## src/rtl/fill_arbiter.sv

```systemverilog
// rtl/fill_arbiter.sv - two-channel round-robin fill valve arbiter
// Min on-time, fairness timeout, dead-time gap and latched per-valve fault lockout.
module fill_arbiter #(
    parameter int MIN_ON = 16,
    parameter int MAX_ON = 64,
    parameter int GAP    = 4
) (
    input  logic       clk,
    input  logic       reset,
    input  logic [1:0] A,
    input  logic [1:0] P,
    input  logic       clr,
    output logic [1:0] C,
    output logic [1:0] Pout
);

    localparam int CW = $clog2(MAX_ON + 1);
    localparam int GW = $clog2(GAP + 1);
    localparam logic [CW-1:0] MIN_LAST = CW'(MIN_ON - 1);
    localparam logic [CW-1:0] MAX_LAST = CW'(MAX_ON - 1);
    localparam logic [CW-1:0] CNT_SAT  = CW'(MAX_ON);
    localparam logic [GW-1:0] GAP_LAST = GW'(GAP - 1);

    typedef enum logic [1:0] {
        S_IDLE   = 2'd0,
        S_GRANT0 = 2'd1,
        S_GRANT1 = 2'd2,
        S_GAP    = 2'd3
    } state_t;

    state_t        state;
    logic [CW-1:0] cnt;
    logic [GW-1:0] gcnt;
    logic          last;

    logic [1:0] elig;
    logic       cur;
    logic       exit_grant;

    // cur selects the held channel; only meaningful in the grant states
    always_comb begin
        elig       = A & ~Pout;
        cur        = (state == S_GRANT1);
        exit_grant = P[cur]
                   || ((cnt >= MIN_LAST) && !A[cur])
                   || ((cnt >= MAX_LAST) && elig[~cur]);
    end

    always_ff @(posedge clk or posedge reset) begin
        if (reset) begin
            state <= S_IDLE;
            C     <= 2'b00;
            Pout  <= 2'b00;
            cnt   <= '0;
            gcnt  <= '0;
            last  <= 1'b1;
        end else begin
            // a fault sampled alongside clr wins, so the flag stays set
            Pout <= P | (Pout & ~{2{clr}});

            case (state)
                S_IDLE: begin
                    C <= 2'b00;
                    if (elig[0] && (!elig[1] || last)) begin
                        state <= S_GRANT0;
                        C     <= 2'b01;
                        cnt   <= '0;
                        last  <= 1'b0;
                    end else if (elig[1]) begin
                        state <= S_GRANT1;
                        C     <= 2'b10;
                        cnt   <= '0;
                        last  <= 1'b1;
                    end
                end
                S_GRANT0, S_GRANT1: begin
                    if (exit_grant) begin
                        state <= S_GAP;
                        C     <= 2'b00;
                        gcnt  <= '0;
                    end else if (cnt != CNT_SAT) begin
                        cnt <= cnt + 1'b1;
                    end
                end
                S_GAP: begin
                    C <= 2'b00;
                    if (gcnt == GAP_LAST) begin
                        state <= S_IDLE;
                    end else begin
                        gcnt <= gcnt + 1'b1;
                    end
                end
                default: begin
                    state <= S_IDLE;
                    C     <= 2'b00;
                end
            endcase
        end
    end

endmodule
```

## config.mk

```make
export PLATFORM = sky130hd
export DESIGN_NAME = fill_arbiter
export DESIGN_NICKNAME = d
export VERILOG_FILES = /design/src/rtl/fill_arbiter.sv
export SDC_FILE = /design/constraint.sdc
export NUM_CORES = 1
export LEC_CHECK = 0
export CORE_AREA = 2 2 71 73
export DETAILED_ROUTE_END_ITERATION = 7
export DIE_AREA = 0 0 73 75
export DONT_BUFFER_PORTS = 1
export HOLD_SLACK_MARGIN = 0.02
export PLACE_DENSITY_LB_ADDON = 0.1
export SYNTH_ARGS = -nofsm -noshare
export SYNTH_HDL_FRONTEND = slang
export SYNTH_SLANG_ARGS = --single-unit
```

## constraint.sdc

```tcl
create_clock -name clk -period 2.2 [get_ports clk]
set_input_delay 0.44 -clock clk [delete_from_list [all_inputs] [get_ports clk]]
set_output_delay 0.44 -clock clk [all_outputs]
set_load 0.005 [all_outputs]
```

# Word level (Yosys, flattened, before mapping)

Cells that the tools add are included.

Bits in writable memories: 0
Input bits: 7
Memories: 0
Logic and storage cells: 71
Output and inout bits: 4
Bits in latches: 0
Memory bits (read-only): 0
Register bits after elaboration: 17

Mux-type cells: 25
Bitwise logic cells: 6
Add/subtract/negate cells: 2
Reductions and logical operators: 17
Shifts and indexed selects: 0
Divide/modulo/power cells: 0
Multipliers: 0
Equality and inequality tests: 11
Order comparisons: 4

Operator list:

| kind                                                                                | number |
|---|---|
| 7-bit 2-to-1 mux                                                                    | 4 |
| 2-bit 2-to-1 mux                                                                    | 7 |
| 7-bit case mux with 2 select lines                                                  | 1 |
| 2-bit case mux with 3 select lines                                                  | 2 |
| 2-bit inequality test, second input constant                                        | 5 |
| 1-bit 2-to-1 mux                                                                    | 8 |
| 7-bit by 1-bit adder with 7-bit output, second input constant                       | 1 |
| 7-bit by 4-bit greater-or-equal comparator with 1-bit output, second input constant | 1 |
| 7-bit by 6-bit greater-or-equal comparator with 1-bit output, second input constant | 1 |
| 7-bit inequality test, second input constant                                        | 1 |
| 3-bit 2-to-1 mux                                                                    | 2 |
| 3-bit case mux with 2 select lines                                                  | 1 |
| 3-bit AND reduction                                                                 | 2 |
| 2-bit nonzero test                                                                  | 3 |
| 2-bit bitwise AND                                                                   | 2 |
| 2-bit equality test, second input constant                                          | 2 |
| 1-bit by 2-bit < comparator with 1-bit output, second input constant                | 2 |
| 2-bit NOT                                                                           | 2 |
| 4-bit AND reduction                                                                 | 1 |
| 3-bit by 1-bit adder with 3-bit output, second input constant                       | 1 |
| 3-bit by 2-bit equality test with 1-bit output, second input constant               | 1 |
| 1-bit logical AND                                                                   | 3 |
| 1-bit logical OR                                                                    | 3 |
| 3-bit inequality test, second input constant                                        | 1 |
| other kinds (7)                                                                     | 8 |

# Logic depth before layout (Yosys ltp)

Word-level depth: 9
Depth in mapped cells: 8
Depth with buffers taken out: 7

# Worst setup path after synthesis

Ideal clock, no wire load.

Path kind: reg2reg
From: reg state[0]
To: reg cnt[5]
Path slack: -0.039 ns
Setup time: 0.126 ns
Buffers on the path: 0
Clock period less this slack: 2.239 ns
Data arrival time: 2.113 ns
Required time: 2.074 ns
Stages on the path, launching flop included: 8
Cells stage by stage: dfrtp_1 inv_1 ha_1 mux2_2 a211o_1 a22o_4 a21o_1 a221o_1

Word-level cells in the longest chain between the ends: 9
Elaborated cells on any way between the ends: 21
Those cells by class: eq/ne (5); mux (7); reduce/logical (9)

RTL lines:

| element                                              | line   | text |
|---|---|---|
| from (decl)                                          | 31     | `state_t state;` |
| from (signal assigned)                               | 51     | `state <= S_IDLE;` |
| from (signal assigned)                               | 65     | `state <= S_GRANT0;` |
| from (signal assigned)                               | 70     | `state <= S_GRANT1;` |
| 2-bit equality test                                  | 43, 61 |  |
| 1-bit 2-to-1 mux (implied by the code) (2 in series) | 45     | `\|\| ((cnt >= MIN_LAST) && !A[cur])` |
| 1-bit zero test                                      | 45     |  |
| 1-bit logical AND                                    | 45     |  |
| 1-bit logical OR                                     | 45     |  |
| 1-bit logical OR                                     | 46     | `\|\| ((cnt >= MAX_LAST) && elig[~cur]);` |
| 2-bit inequality test (no source line)               | -      |  |
| 4-bit AND reduction (no source line)                 | -      |  |
| to (signal assigned)                                 | 82     | `cnt <= cnt + 1'b1;` |
| to (decl)                                            | 32     | `logic [CW-1:0] cnt;` |

Several ways; a longest one is shown, not always the timed one. The select of a mux whose other input is x is not followed.
A chain may end at the register's enable or synchronous reset.

# Final worst setup path

From: reg state[0]
To: reg gcnt[0]

Word-level cells in the longest chain between the ends: 9
Elaborated cells on any way between the ends: 20
Those cells by class: eq/ne (5); mux (7); reduce/logical (8)

RTL lines:

| element                                              | line   | text |
|---|---|---|
| 2-bit equality test                                  | 43, 61 |  |
| 1-bit 2-to-1 mux (implied by the code) (2 in series) | 45     |  |
| 1-bit zero test                                      | 45     |  |
| 1-bit logical AND                                    | 45     |  |
| 1-bit logical OR                                     | 45     |  |
| 1-bit logical OR                                     | 46     |  |
| 2-bit inequality test (no source line)               | -      |  |
| 3-bit AND reduction (no source line)                 | -      |  |
| to (signal assigned)                                 | 90     | `gcnt <= gcnt + 1'b1;` |
| to (decl)                                            | 33     | `logic [GW-1:0] gcnt;` |

Several ways; a longest one is shown, not always the timed one. The select of a mux whose other input is x is not followed.

==> impl_metrics.tcl <==
set metrics [dict create \
    p_per_area_mw_per_mm2 1480 \
    period_minus_slack_ns 2.11 \
    port-buffer-count 0 \
    clock-root-buffer "clkbuf_8" \
    syn2layout_area_growth_pct 19.2 \
    yosysSeqAreaShare 0.370 \
    drc 0 \
    synth-simple-area-share 0.212 \
    synth_top_family_by_area "compound AO/OA/AOI/OAI gates" \
    row_count 25 \
    final_area_sq_mm 0.00137 \
    ir_worst_vdd_uv 745 \
    hold_violations 0 \
    critPathKind "register to register" \
    core_sq_mm 0.00466 \
    power_leakage_nw 0.642 \
    cp.required_ns 2.34 \
    fin_worst_skew_ns 0.00287 \
    vias 1006 \
    arrival_ns 2.25 \
    multiInputGateArea_sq_um 677 \
    pwr-share-comb 0.638 \
    slew-limit-headroom 0.541 \
    drt_iter0_markers 64 \
    period_share 0.957 \
    finalPower_mw 2.03 \
    grt_max_degree 18 \
    synth_top_area_share 0.347 \
    run_status "finished clean" \
    synth_xor_area_frac 0 \
    yosys-mux-area-fraction 0.0380 \
    placed_area_sq_mm 0.00130 \
    synth_warnings 0 \
    fillers 500 \
    switching_share 0.427 \
    hold_buffers 0 \
    grt_usage 0.121 \
    antenna_found_initial 0 \
    dieArea_sq_mm 0.00548 \
    synthTopCellsByArea "dfrtp_1 (35%), ha_1 (8.7%), inv_1 (3.9%), nand3_1 (3.5%), a31oi_1 (3.3%)" \
    antenna_cells 0 \
    r2r_setup_slack_ns 0.09 \
    wl_per_cell_microns 15.1 \
    grt_pass1_wl_mm 4.93 \
    clock_tree.buffer_depth 2 \
    fmax_mhz 475 \
    mostFrequentLayoutCell "dfrtp_1" \
    drive_gt1_frac 0.223 \
    synthCells 123 \
    grt-ovfl-total 0 \
    cap_viol_max_count 0 \
    seqPwrFrac 0.243 \
    drv_slew 0 \
    die_w_microns 73 \
    die_h_microns 75 \
    p_sw_mw 0.867 \
    p_int_mw 1.16 \
    gp_congestion 0.780 \
    register_area_sq_um 427 \
    hp-class "input port to async pin" \
    tns_ns 0 \
    fin_nets 155 \
    num_io_pins 11 \
    mostFrequentLayoutCells "dfrtp_1 (16), buf_4 (15), inv_1 (11), nor2_1 (8), nand3_1 (8)" \
    cts_tree "built" \
    place_hpwl_mm 2.24 \
    grt_pass1_vias 996 \
    drt_wl_total_mm 2.91 \
    synth_top_cell_by_area "dfrtp_1" \
    dr.pass1.iters 4 \
    ys_ff_latch 17 \
    synth_compound_area_frac 0.238 \
    postRouteAntennaNets 0 \
    syn_area_per_cell_sq_um 9.37 \
    viasPerCell 5.21 \
    rsz0062_at_grt "no" \
    h-tree-depth 1 \
    worst_slew_pin_slew_ns 0.688 \
    syn-num-nets 138 \
    insertion_delay_ns 0.25 \
    synth.distinct_cells 39 \
    path_clk_slew_ns 0.07 \
    cp_max_fo 7 \
    synth_fa_ha_area_frac 0.0869 \
    initial_core_util 0.247 \
    critPathLaunchType "register" \
    worstSetupEndpointType "register" \
    clock_sinks 17 \
    netlist_area_sq_mm 0.00115 \
    power_frac_clock 0.119 \
    cts_buffers 3 \
    setup_viol 0 \
]
critical path: stages (launching register included):
cell     delay [ns]
dfrtp_1        0.39
inv_2          0.08
ha_4           0.13
mux2_2         0.32
a211o_1        0.32
a221o_2        0.44
a221o_1        0.30
per-layer routing:
layer / vias up / share of wire / global-route usage
met5: - / 0 / 0
met3: 4 / 0.025 / 0.0321
met4: 0 / 0.015 / 0.0432
li1: 494 / - / -
met2: 15 / 0.51 / 0.206
met1: 493 / 0.45 / 0.146
cells by family (layout without fill, tap and decap cells):
kind of cell             count (synthesis)  after routing
AND/OR/NAND/NOR                         44             44
multiplexers                             4              4
AO/OA/AOI/OAI                           35             35
adder cells (fa/ha/maj)                  8              8
buffers and inverters                   15             31
flip-flops                              17             17
cell usage after synthesis:
cell and instances:
dfstp_2 1, and3_1 3, nand4b_1 1, nand3_1 8, a22oi_1 1, buf_6 1, a221o_1 2, a22o_2 1
a32oi_1 1, o211a_1 1, a21oi_1 2, o22a_1 1, nor3b_1 3, or3_1 2, and2_1 4, nand2_1 5
dfrtp_1 16, a22o_4 1, nor4_1 1, a21o_1 2, inv_1 12, ha_1 8, a21o_2 1, nor4bb_1 1
a31oi_1 6, nand3b_1 1, mux2_2 3, nand2b_1 4, a211o_1 2, mux2i_1 1, nand4_1 3, o21ai_0 5
clkbuf_1 2, o22ai_1 2, a221o_2 1, o211ai_1 4, nor2_1 8, a41o_2 1, a22oi_2 1
state kept, by name (all words and copies together) (netlist names):
signal and flops:
cnt 7, gcnt 3, C 2, Pout 2, state 2, last 1
metrics by stage:
step            util  cells  setup slack (ns)  hold slack [ns]
2_1_floorplan      -    123            0.0190            0.365
3_3_place_gp   0.279    187            0.0602            0.484
3_5_place_dp   0.279    187            0.0305            0.484
4_1_cts        0.289    191            0.0196            0.200
5_1_grt        0.295    193           0.00964            0.234
6_report       0.295    193            0.0940            0.173
worst paths after layout:
check,start,to,cells past startpoint
worst max-delay path,state[0],gcnt[0],6
worst min-delay path,reset,cnt[2],1
worst max register to register,state[0],gcnt[0],6
worst min register to register,gcnt[1],gcnt[1],2
max in group asynchronous,reset,gcnt[1],1
min in group clk,clr,Pout[1],1
what timing repair did:
| item | CTS | global route |
|---|---|---|
| gates resized for setup | 0 | 3 |
| setup buffers | 0 | 2 |
| setup endpoints to repair | 0 | 6 |
power by group through the flow:
| stage | logic (mW) | registers [mW] | clock network (mW) |
|---|---|---|---|
| 2_1_floorplan | 0.814 | 0.493 | 0 |
| 3_3_place_gp | 1.24 | 0.494 | 0 |
| 3_5_place_dp | 1.25 | 0.495 | 0 |
| 4_1_cts | 1.26 | 0.489 | 0.254 |
| 5_1_grt | 1.46 | 0.505 | 0.270 |
| 6_report | 1.30 | 0.493 | 0.241 |
cell type report:
class,instances,area share
clock buffers,4,0.0328
flip-flops and latches,17,0.311
well taps,54,0.0492
inverters,12,0.0328
multi-input cells,91,0.493
repair buffers,15,0.0820
Power figures use the tool's default switching activity.
